**src/rtl/hold_ctrl_pkg.sv**
```systemverilog
// Shared definitions for the pipeline hold controller and the pipe
// registers that consume its hold codes.
package hold_ctrl_pkg;

  // Width of one per-stage hold code.
  localparam int HOLDPIP_W = 2;

  // Width of an instruction address (PC / redirect target).
  localparam int INST_ADDR_W = 32;

  // Hold codes seen by every pipe register:
  //   HOLD_NONE  - register advances normally
  //   HOLD_WAIT  - register keeps its current value
  //   HOLD_FLUSH - register loads its default (bubble) value
  localparam logic [HOLDPIP_W-1:0] HOLD_NONE  = 2'b00;
  localparam logic [HOLDPIP_W-1:0] HOLD_WAIT  = 2'b01;
  localparam logic [HOLDPIP_W-1:0] HOLD_FLUSH = 2'b10;

  // Reset / idle value for instruction addresses.
  localparam logic [INST_ADDR_W-1:0] INST_ADDR_ZERO = '0;

  // Controller state encodings.
  localparam logic [1:0] HOLD_S_RUN      = 2'd0;
  localparam logic [1:0] HOLD_S_FLUSH    = 2'd1;
  localparam logic [1:0] HOLD_S_MEM_WAIT = 2'd2;

endpackage : hold_ctrl_pkg

```
**src/rtl/hold_ctrl.sv**
```systemverilog
// Central pipeline hold controller.
//
// Merges the memory-bus wait, redirect (jump / mispredict) and load-use
// requests into one hold code per pipe register, plus the PC redirect
// strobe. Outputs are combinational so a stall acts in the same cycle;
// only the sequencing state is registered.
//
// Optional feature: define HOLD_TIMEOUT_EN to add a bus-wait watchdog
// that raises bus_err_o and flushes the pipe after TIMEOUT_CYCLES
// consecutive mem_busy_i cycles. Without it, bus_err_o is tied low and
// a bus wait is unbounded.
module hold_ctrl
  import hold_ctrl_pkg::*;
#(
  parameter int unsigned FLUSH_CYCLES   = 2
`ifdef HOLD_TIMEOUT_EN
  ,
  parameter int unsigned TIMEOUT_CYCLES = 255
`endif
) (
  input  logic                   clk,
  input  logic                   rst,
  input  logic                   mem_busy_i,
  input  logic                   jump_req_i,
  input  logic [INST_ADDR_W-1:0] jump_addr_i,
  input  logic                   load_use_req_i,
  output logic                   jump_en_o,
  output logic [INST_ADDR_W-1:0] jump_addr_o,
  output logic [HOLDPIP_W-1:0]   hold_pc_o,
  output logic [HOLDPIP_W-1:0]   hold_if_id_o,
  output logic [HOLDPIP_W-1:0]   hold_id_ex_o,
  output logic [HOLDPIP_W-1:0]   hold_ex_mem_o,
  output logic [HOLDPIP_W-1:0]   hold_mem_wb_o,
  output logic                   bus_err_o
);

  // Flush counter must hold FLUSH_CYCLES-1; keep it at least one bit wide.
  localparam int CNT_W = (FLUSH_CYCLES > 1) ? $clog2(FLUSH_CYCLES + 1) : 1;
  localparam logic [CNT_W-1:0] CNT_RELOAD = CNT_W'(FLUSH_CYCLES - 1);
  localparam logic [1:0] REDIRECT_STATE =
    (FLUSH_CYCLES > 1) ? HOLD_S_FLUSH : HOLD_S_RUN;

`ifdef HOLD_TIMEOUT_EN
  localparam int WAIT_W = $clog2(TIMEOUT_CYCLES + 1);
  localparam logic [WAIT_W-1:0] WAIT_LAST = WAIT_W'(TIMEOUT_CYCLES - 1);
`endif

  // Registered sequencing state.
  logic [1:0]             r_state;
  logic [CNT_W-1:0]       r_flush_cnt;
  logic                   r_pend_vld;
  logic [INST_ADDR_W-1:0] r_pend_addr;
`ifdef HOLD_TIMEOUT_EN
  logic [WAIT_W-1:0]      r_wait_cnt;
`endif

  // Next-state and output values from the priority encoder.
  logic [1:0]             w_state_nxt;
  logic [CNT_W-1:0]       w_flush_cnt_nxt;
  logic                   w_pend_vld_nxt;
  logic [INST_ADDR_W-1:0] w_pend_addr_nxt;
  logic                   w_jump_en;
  logic [INST_ADDR_W-1:0] w_jump_addr;
  logic [HOLDPIP_W-1:0]   w_hold_pc;
  logic [HOLDPIP_W-1:0]   w_hold_if_id;
  logic [HOLDPIP_W-1:0]   w_hold_id_ex;
  logic [HOLDPIP_W-1:0]   w_hold_ex_mem;
  logic [HOLDPIP_W-1:0]   w_hold_mem_wb;
  logic                   w_bus_err;
`ifdef HOLD_TIMEOUT_EN
  logic [WAIT_W-1:0]      w_wait_cnt_nxt;
  logic                   w_timeout;
`endif

  // A jump latched during a bus wait is replayed on the first free cycle,
  // ahead of any new request (the new one comes from a wrong-path op).
  logic w_redirect_pend;
  assign w_redirect_pend = (r_state == HOLD_S_MEM_WAIT) && r_pend_vld;

`ifdef HOLD_TIMEOUT_EN
  // Watchdog fires on the TIMEOUT_CYCLES-th consecutive busy cycle.
  assign w_timeout = mem_busy_i && (r_wait_cnt == WAIT_LAST);
`endif

  // Priority encoder: reset > bus timeout > bus wait > redirect > load-use.
  always_comb begin
    // NOTE: every signal gets a default before the if-chain, so no path
    // leaves one unassigned and no latch is inferred.
    w_state_nxt     = r_state;
    w_flush_cnt_nxt = r_flush_cnt;
    w_pend_vld_nxt  = r_pend_vld;
    w_pend_addr_nxt = r_pend_addr;
    w_jump_en       = 1'b0;
    w_jump_addr     = INST_ADDR_ZERO;
    w_hold_pc       = HOLD_NONE;
    w_hold_if_id    = HOLD_NONE;
    w_hold_id_ex    = HOLD_NONE;
    w_hold_ex_mem   = HOLD_NONE;
    w_hold_mem_wb   = HOLD_NONE;
    w_bus_err       = 1'b0;
`ifdef HOLD_TIMEOUT_EN
    w_wait_cnt_nxt  = (mem_busy_i && !w_timeout) ? r_wait_cnt + WAIT_W'(1)
                                                 : '0;
`endif

    if (rst) begin
      // Every pipe register loads its bubble while reset is held.
      w_hold_pc     = HOLD_FLUSH;
      w_hold_if_id  = HOLD_FLUSH;
      w_hold_id_ex  = HOLD_FLUSH;
      w_hold_ex_mem = HOLD_FLUSH;
      w_hold_mem_wb = HOLD_FLUSH;
    end
`ifdef HOLD_TIMEOUT_EN
    else if (w_timeout) begin
      // Abandon the stuck access: flush everything, drop any deferred jump.
      w_bus_err      = 1'b1;
      w_hold_pc      = HOLD_FLUSH;
      w_hold_if_id   = HOLD_FLUSH;
      w_hold_id_ex   = HOLD_FLUSH;
      w_hold_ex_mem  = HOLD_FLUSH;
      w_hold_mem_wb  = HOLD_FLUSH;
      w_pend_vld_nxt = 1'b0;
      w_state_nxt    = HOLD_S_RUN;
    end
`endif
    else if (mem_busy_i) begin
      // Freeze everything up to MEM; MEM/WB takes a bubble so the stalled
      // access is not written back twice.
      w_hold_pc     = HOLD_WAIT;
      w_hold_if_id  = HOLD_WAIT;
      w_hold_id_ex  = HOLD_WAIT;
      w_hold_ex_mem = HOLD_WAIT;
      w_hold_mem_wb = HOLD_FLUSH;
      w_state_nxt   = HOLD_S_MEM_WAIT;
      if (jump_req_i) begin
        // Defer the jump; a later request overwrites an earlier one.
        w_pend_vld_nxt  = 1'b1;
        w_pend_addr_nxt = jump_addr_i;
      end
    end
    else if (w_redirect_pend || jump_req_i) begin
      // Redirect: steer the PC and kill the two younger instructions.
      w_jump_en       = 1'b1;
      w_jump_addr     = w_redirect_pend ? r_pend_addr : jump_addr_i;
      w_hold_if_id    = HOLD_FLUSH;
      w_hold_id_ex    = HOLD_FLUSH;
      w_pend_vld_nxt  = 1'b0;
      w_flush_cnt_nxt = CNT_RELOAD;
      w_state_nxt     = REDIRECT_STATE;
    end
    else if (r_state == HOLD_S_FLUSH) begin
      // Keep flushing IF/ID while wrong-path fetches are still returning.
      // Load-use is ignored here: the dependent op is already being killed.
      w_hold_if_id    = HOLD_FLUSH;
      w_flush_cnt_nxt = r_flush_cnt - CNT_W'(1);
      if (r_flush_cnt <= CNT_W'(1)) begin
        w_state_nxt = HOLD_S_RUN;
      end
    end
    else if (load_use_req_i) begin
      // One-cycle bubble between the load and its consumer. The first free
      // cycle after a bus wait behaves like S_RUN, so the hazard is honoured.
      w_hold_pc    = HOLD_WAIT;
      w_hold_if_id = HOLD_WAIT;
      w_hold_id_ex = HOLD_FLUSH;
      w_state_nxt  = HOLD_S_RUN;
    end
    else begin
      w_state_nxt = HOLD_S_RUN;
    end
  end

  // Sequencing state registers with synchronous reset.
  always_ff @(posedge clk) begin
    // NOTE: state registers use non-blocking assignments so every register
    // samples the pre-edge values of the others.
    if (rst) begin
      r_state     <= HOLD_S_RUN;
      r_flush_cnt <= '0;
      r_pend_vld  <= 1'b0;
      r_pend_addr <= INST_ADDR_ZERO;
`ifdef HOLD_TIMEOUT_EN
      r_wait_cnt  <= '0;
`endif
    end else begin
      r_state     <= w_state_nxt;
      r_flush_cnt <= w_flush_cnt_nxt;
      r_pend_vld  <= w_pend_vld_nxt;
      r_pend_addr <= w_pend_addr_nxt;
`ifdef HOLD_TIMEOUT_EN
      r_wait_cnt  <= w_wait_cnt_nxt;
`endif
    end
  end

  assign jump_en_o     = w_jump_en;
  assign jump_addr_o   = w_jump_addr;
  assign hold_pc_o     = w_hold_pc;
  assign hold_if_id_o  = w_hold_if_id;
  assign hold_id_ex_o  = w_hold_id_ex;
  assign hold_ex_mem_o = w_hold_ex_mem;
  assign hold_mem_wb_o = w_hold_mem_wb;
  assign bus_err_o     = w_bus_err;

endmodule : hold_ctrl

```
**config.mk**
```make
export PLATFORM = sky130hd
export DESIGN_NAME = hold_ctrl
export DESIGN_NICKNAME = d
export VERILOG_FILES = /design/src/rtl/hold_ctrl_pkg.sv /design/src/rtl/hold_ctrl.sv
export SDC_FILE = /design/constraint.sdc
export NUM_CORES = 1
export LEC_CHECK = 0
export CORE_ASPECT_RATIO = 1.4
export CORE_MARGIN = 8
export CORE_UTILIZATION = 42
export CTS_BUF_LIST = sky130_fd_sc_hd__clkbuf_8
export DETAILED_ROUTE_END_ITERATION = 8
export PLACE_DENSITY = 0.79
export SLEW_MARGIN = 40
export SYNTH_ARGS = -nofsm -noshare
export SYNTH_HDL_FRONTEND = slang
export SYNTH_SLANG_ARGS = --single-unit
```
**constraint.sdc**
```tcl
create_clock -name clk -period 1.2 [get_ports clk]
set_input_delay 0.12 -clock clk [delete_from_list [all_inputs] [get_ports clk]]
set_output_delay 0.12 -clock clk [all_outputs]
set_load 0.1 [all_outputs]
```
==> flow_summary.toml <==
[clocking]
root_buffer = "clkbuf_8"
clk_pin_slew_ns = 0.07
cts.path.max_buffers = 2
cts_sinks = 37
cts_hold_buffers = 0
cts_tree = "yes"
htreeDepth = 2
worstSkewPairLatency_ns = 0.29
cts_buffers = 5

[finish]
fin_nets = 446
postLayoutCoreUtil_pct = 84.3
layout_commonest_cell = "nand2_1"
syn_to_final_growth_pct = 93.4
layout-drive-gt1-share_pct = 54.5
final_cell_mix = "99 x nand2_1, 47 x buf_12, 44 x buf_4"
final_area_um2 = 4380
antenna_cells = 0

[placed_design]
io_buffers = 78
detailedPlace.worstSlack_ns = -0.474
dp_hpwl_um = 5510
place_area_um2 = 4150
gp_congestion = 0.787

[setup_path]
cp-start-kind = "register"
rrSetupSlack_ns = -0.09
critPathKind = "reg2out"
crit_start = "r_state[1]"
end_kind = "primary output"
r2r-end = "r_pend_vld"
crit_path_end = "jump_addr_o[31]"
reg2regPathDepth = 5
crit_path_max_fanout = 6
r2r_start = "r_state[1]"
critPathRequiredTime_ns = 1.08
arrival_ns = 1.63

[sta]
fin_crit_ns = 1.75
fmax_mhz = 571
period_share_pct = 146
worst_slack_ns = -0.550
fin_tns_setup_ns = -19.26
finalClockSkew_ns = 0.000762
hold_viol = 0
rsz0062_at_grt = "true"
slew_violations = 0
setup_viol = 39
holdWs_ns = 0.253

[floorplan]
start_util_pct = 43.6
coreArea_um2 = 5200
fp.dieW_um = 78.1
die_area_um2 = 8030
die_h_um = 103
rows = 31
io_pins = 81

[power_and_ir_drop]
leakagePower_nw = 1.67
p_per_area_nw_per_um2 = 887
vdd_drop_max_mv = 0.704

[yosys]
synth.distinct_cells = 32
avgSynthCellArea_um2 = 7.84
netlist.area_leader.share_pct = 32.7
ys.flop_type = "dfxtp_1"
yosysTopAreaCell = "dfxtp_1"
synth-warning-count = 0
yosysSeqAreaShare_pct = 32.7
synth_area_leaders = "dfxtp_1 33%, a21oi_2 23%, nand2_1 17%"
syn_inst = 289
syn_area_um2 = 2260
ys_ff_latch = 37
synth_enable_flop_cells = 0
synth-async-reset-ratio_pct = 0

[route]
ant_nets = 0
vias = 2432
drt-total-wl_um = 8090
drc = 0
drtIter0Drc = 147
drt-vias-per-instance = 5.12
dr.pass1.iters = 4
post_drt_wl_per_cell_um = 17.0

[global_route]
first_global_vias = 2660
overflow = 0
grt_start_max_net_pins = 34
track_usage_pct = 18.8
antenna_found_initial = 0
grt_first_pass_wirelength_um = 12400

[hold_path]
hp-class = "in2reg"

[flow_run]
cap_violations = 0

[outcome]
violations = "negative setup slack"
status = "complete, but fails checks"
Yosys cell counts, types with 2 or more instances:
library cell and n:
a21oi_1 8, a21oi_2 59, buf_12 3, buf_2 5
buf_4 7, buf_6 4, clkbuf_1 7, dfxtp_1 37
inv_1 5, nand2_1 101, nand2_2 30, nand4_1 2
nor2_1 2
metal layers:
metal	wire length [um]	share of wire (%)	GRT usage, %
met3	450	5.6	4.62
met5	0	0	0
met4	104	1.3	8.44
met2	4620	57	35.0
met1	2910	36	19.2
how the worst min path moves through the flow:
stage               startpoint         endpoint  slack (ns)  depth (start not counted)
2_1_floorplan   jump_addr_i[0]   r_pend_addr[0]        0.25                          2
3_3_place_gp   r_pend_addr[21]  r_pend_addr[21]        0.44                          2
3_5_place_dp   r_pend_addr[15]  r_pend_addr[15]        0.46                          2
4_1_cts                    rst       r_state[0]        0.23                          4
5_1_grt                    rst       r_state[0]        0.27                          4
6_report                   rst       r_state[0]        0.25                          4
final cells by class:
type,count,area [um^2]
clock inverter,2,33.8
multi-input combinational,220,1630
timing repair buffer,138,1770
fill,287,818
sequential,37,746
clock buffer,6,82.6
inverter,6,26.3
tap,66,82.6
stage by stage:
stage	power [W]	instances
2_1_floorplan	0.00220	290
3_3_place_gp	0.00271	463
3_5_place_dp	0.00274	463
4_1_cts	0.00386	473
5_1_grt	0.00401	475
6_report	0.00389	475
power breakdown:
part	total, W	leakage (nW)	internal (W)	switching, W
Clock	0.00112	0.0626	0.000669	0.000453
Combinational	0.00144	1.30	0.000586	0.000851
Sequential	0.00133	0.304	0.00129	0.0000392
Total	0.00389	1.67	0.00254	0.00134
flip-flops by register name, indices dropped and copies added (netlist names):
name and cells:
r_flush_cnt 2, r_pend_addr 32, r_pend_vld 1, r_state 2
cell families (layout without fill, tap and decap cells):
logic type | Yosys count | in the layout | synth area share, %
DFF | 37 | 37 | 32.7
buffers and inverters | 33 | 152 | 10.4
AOI/OAI and AO/OA | 73 | 73 | 27.3
adders and majority gates | 1 | 1 | 0.552
other | 1 | 2 | 0.166
and+or+nand+nor | 144 | 144 | 28.8
critical path, cell delays in order (launching register included):
cell     delay [ns]
dfxtp_2        0.39
and3b_2        0.28
buf_4          0.18
nand2_1        0.12
a21oi_4        0.17
buf_12         0.19
repair_timing:
item / 4_1_cts / 5_1_grt
buffers inserted: 2 / 1
resized for setup: 14 / 8
gates cloned: 0 / 1
pin swaps: 2 / 2
setup endpoints to repair: 45 / 55
(Power assumes the default switching activity.)
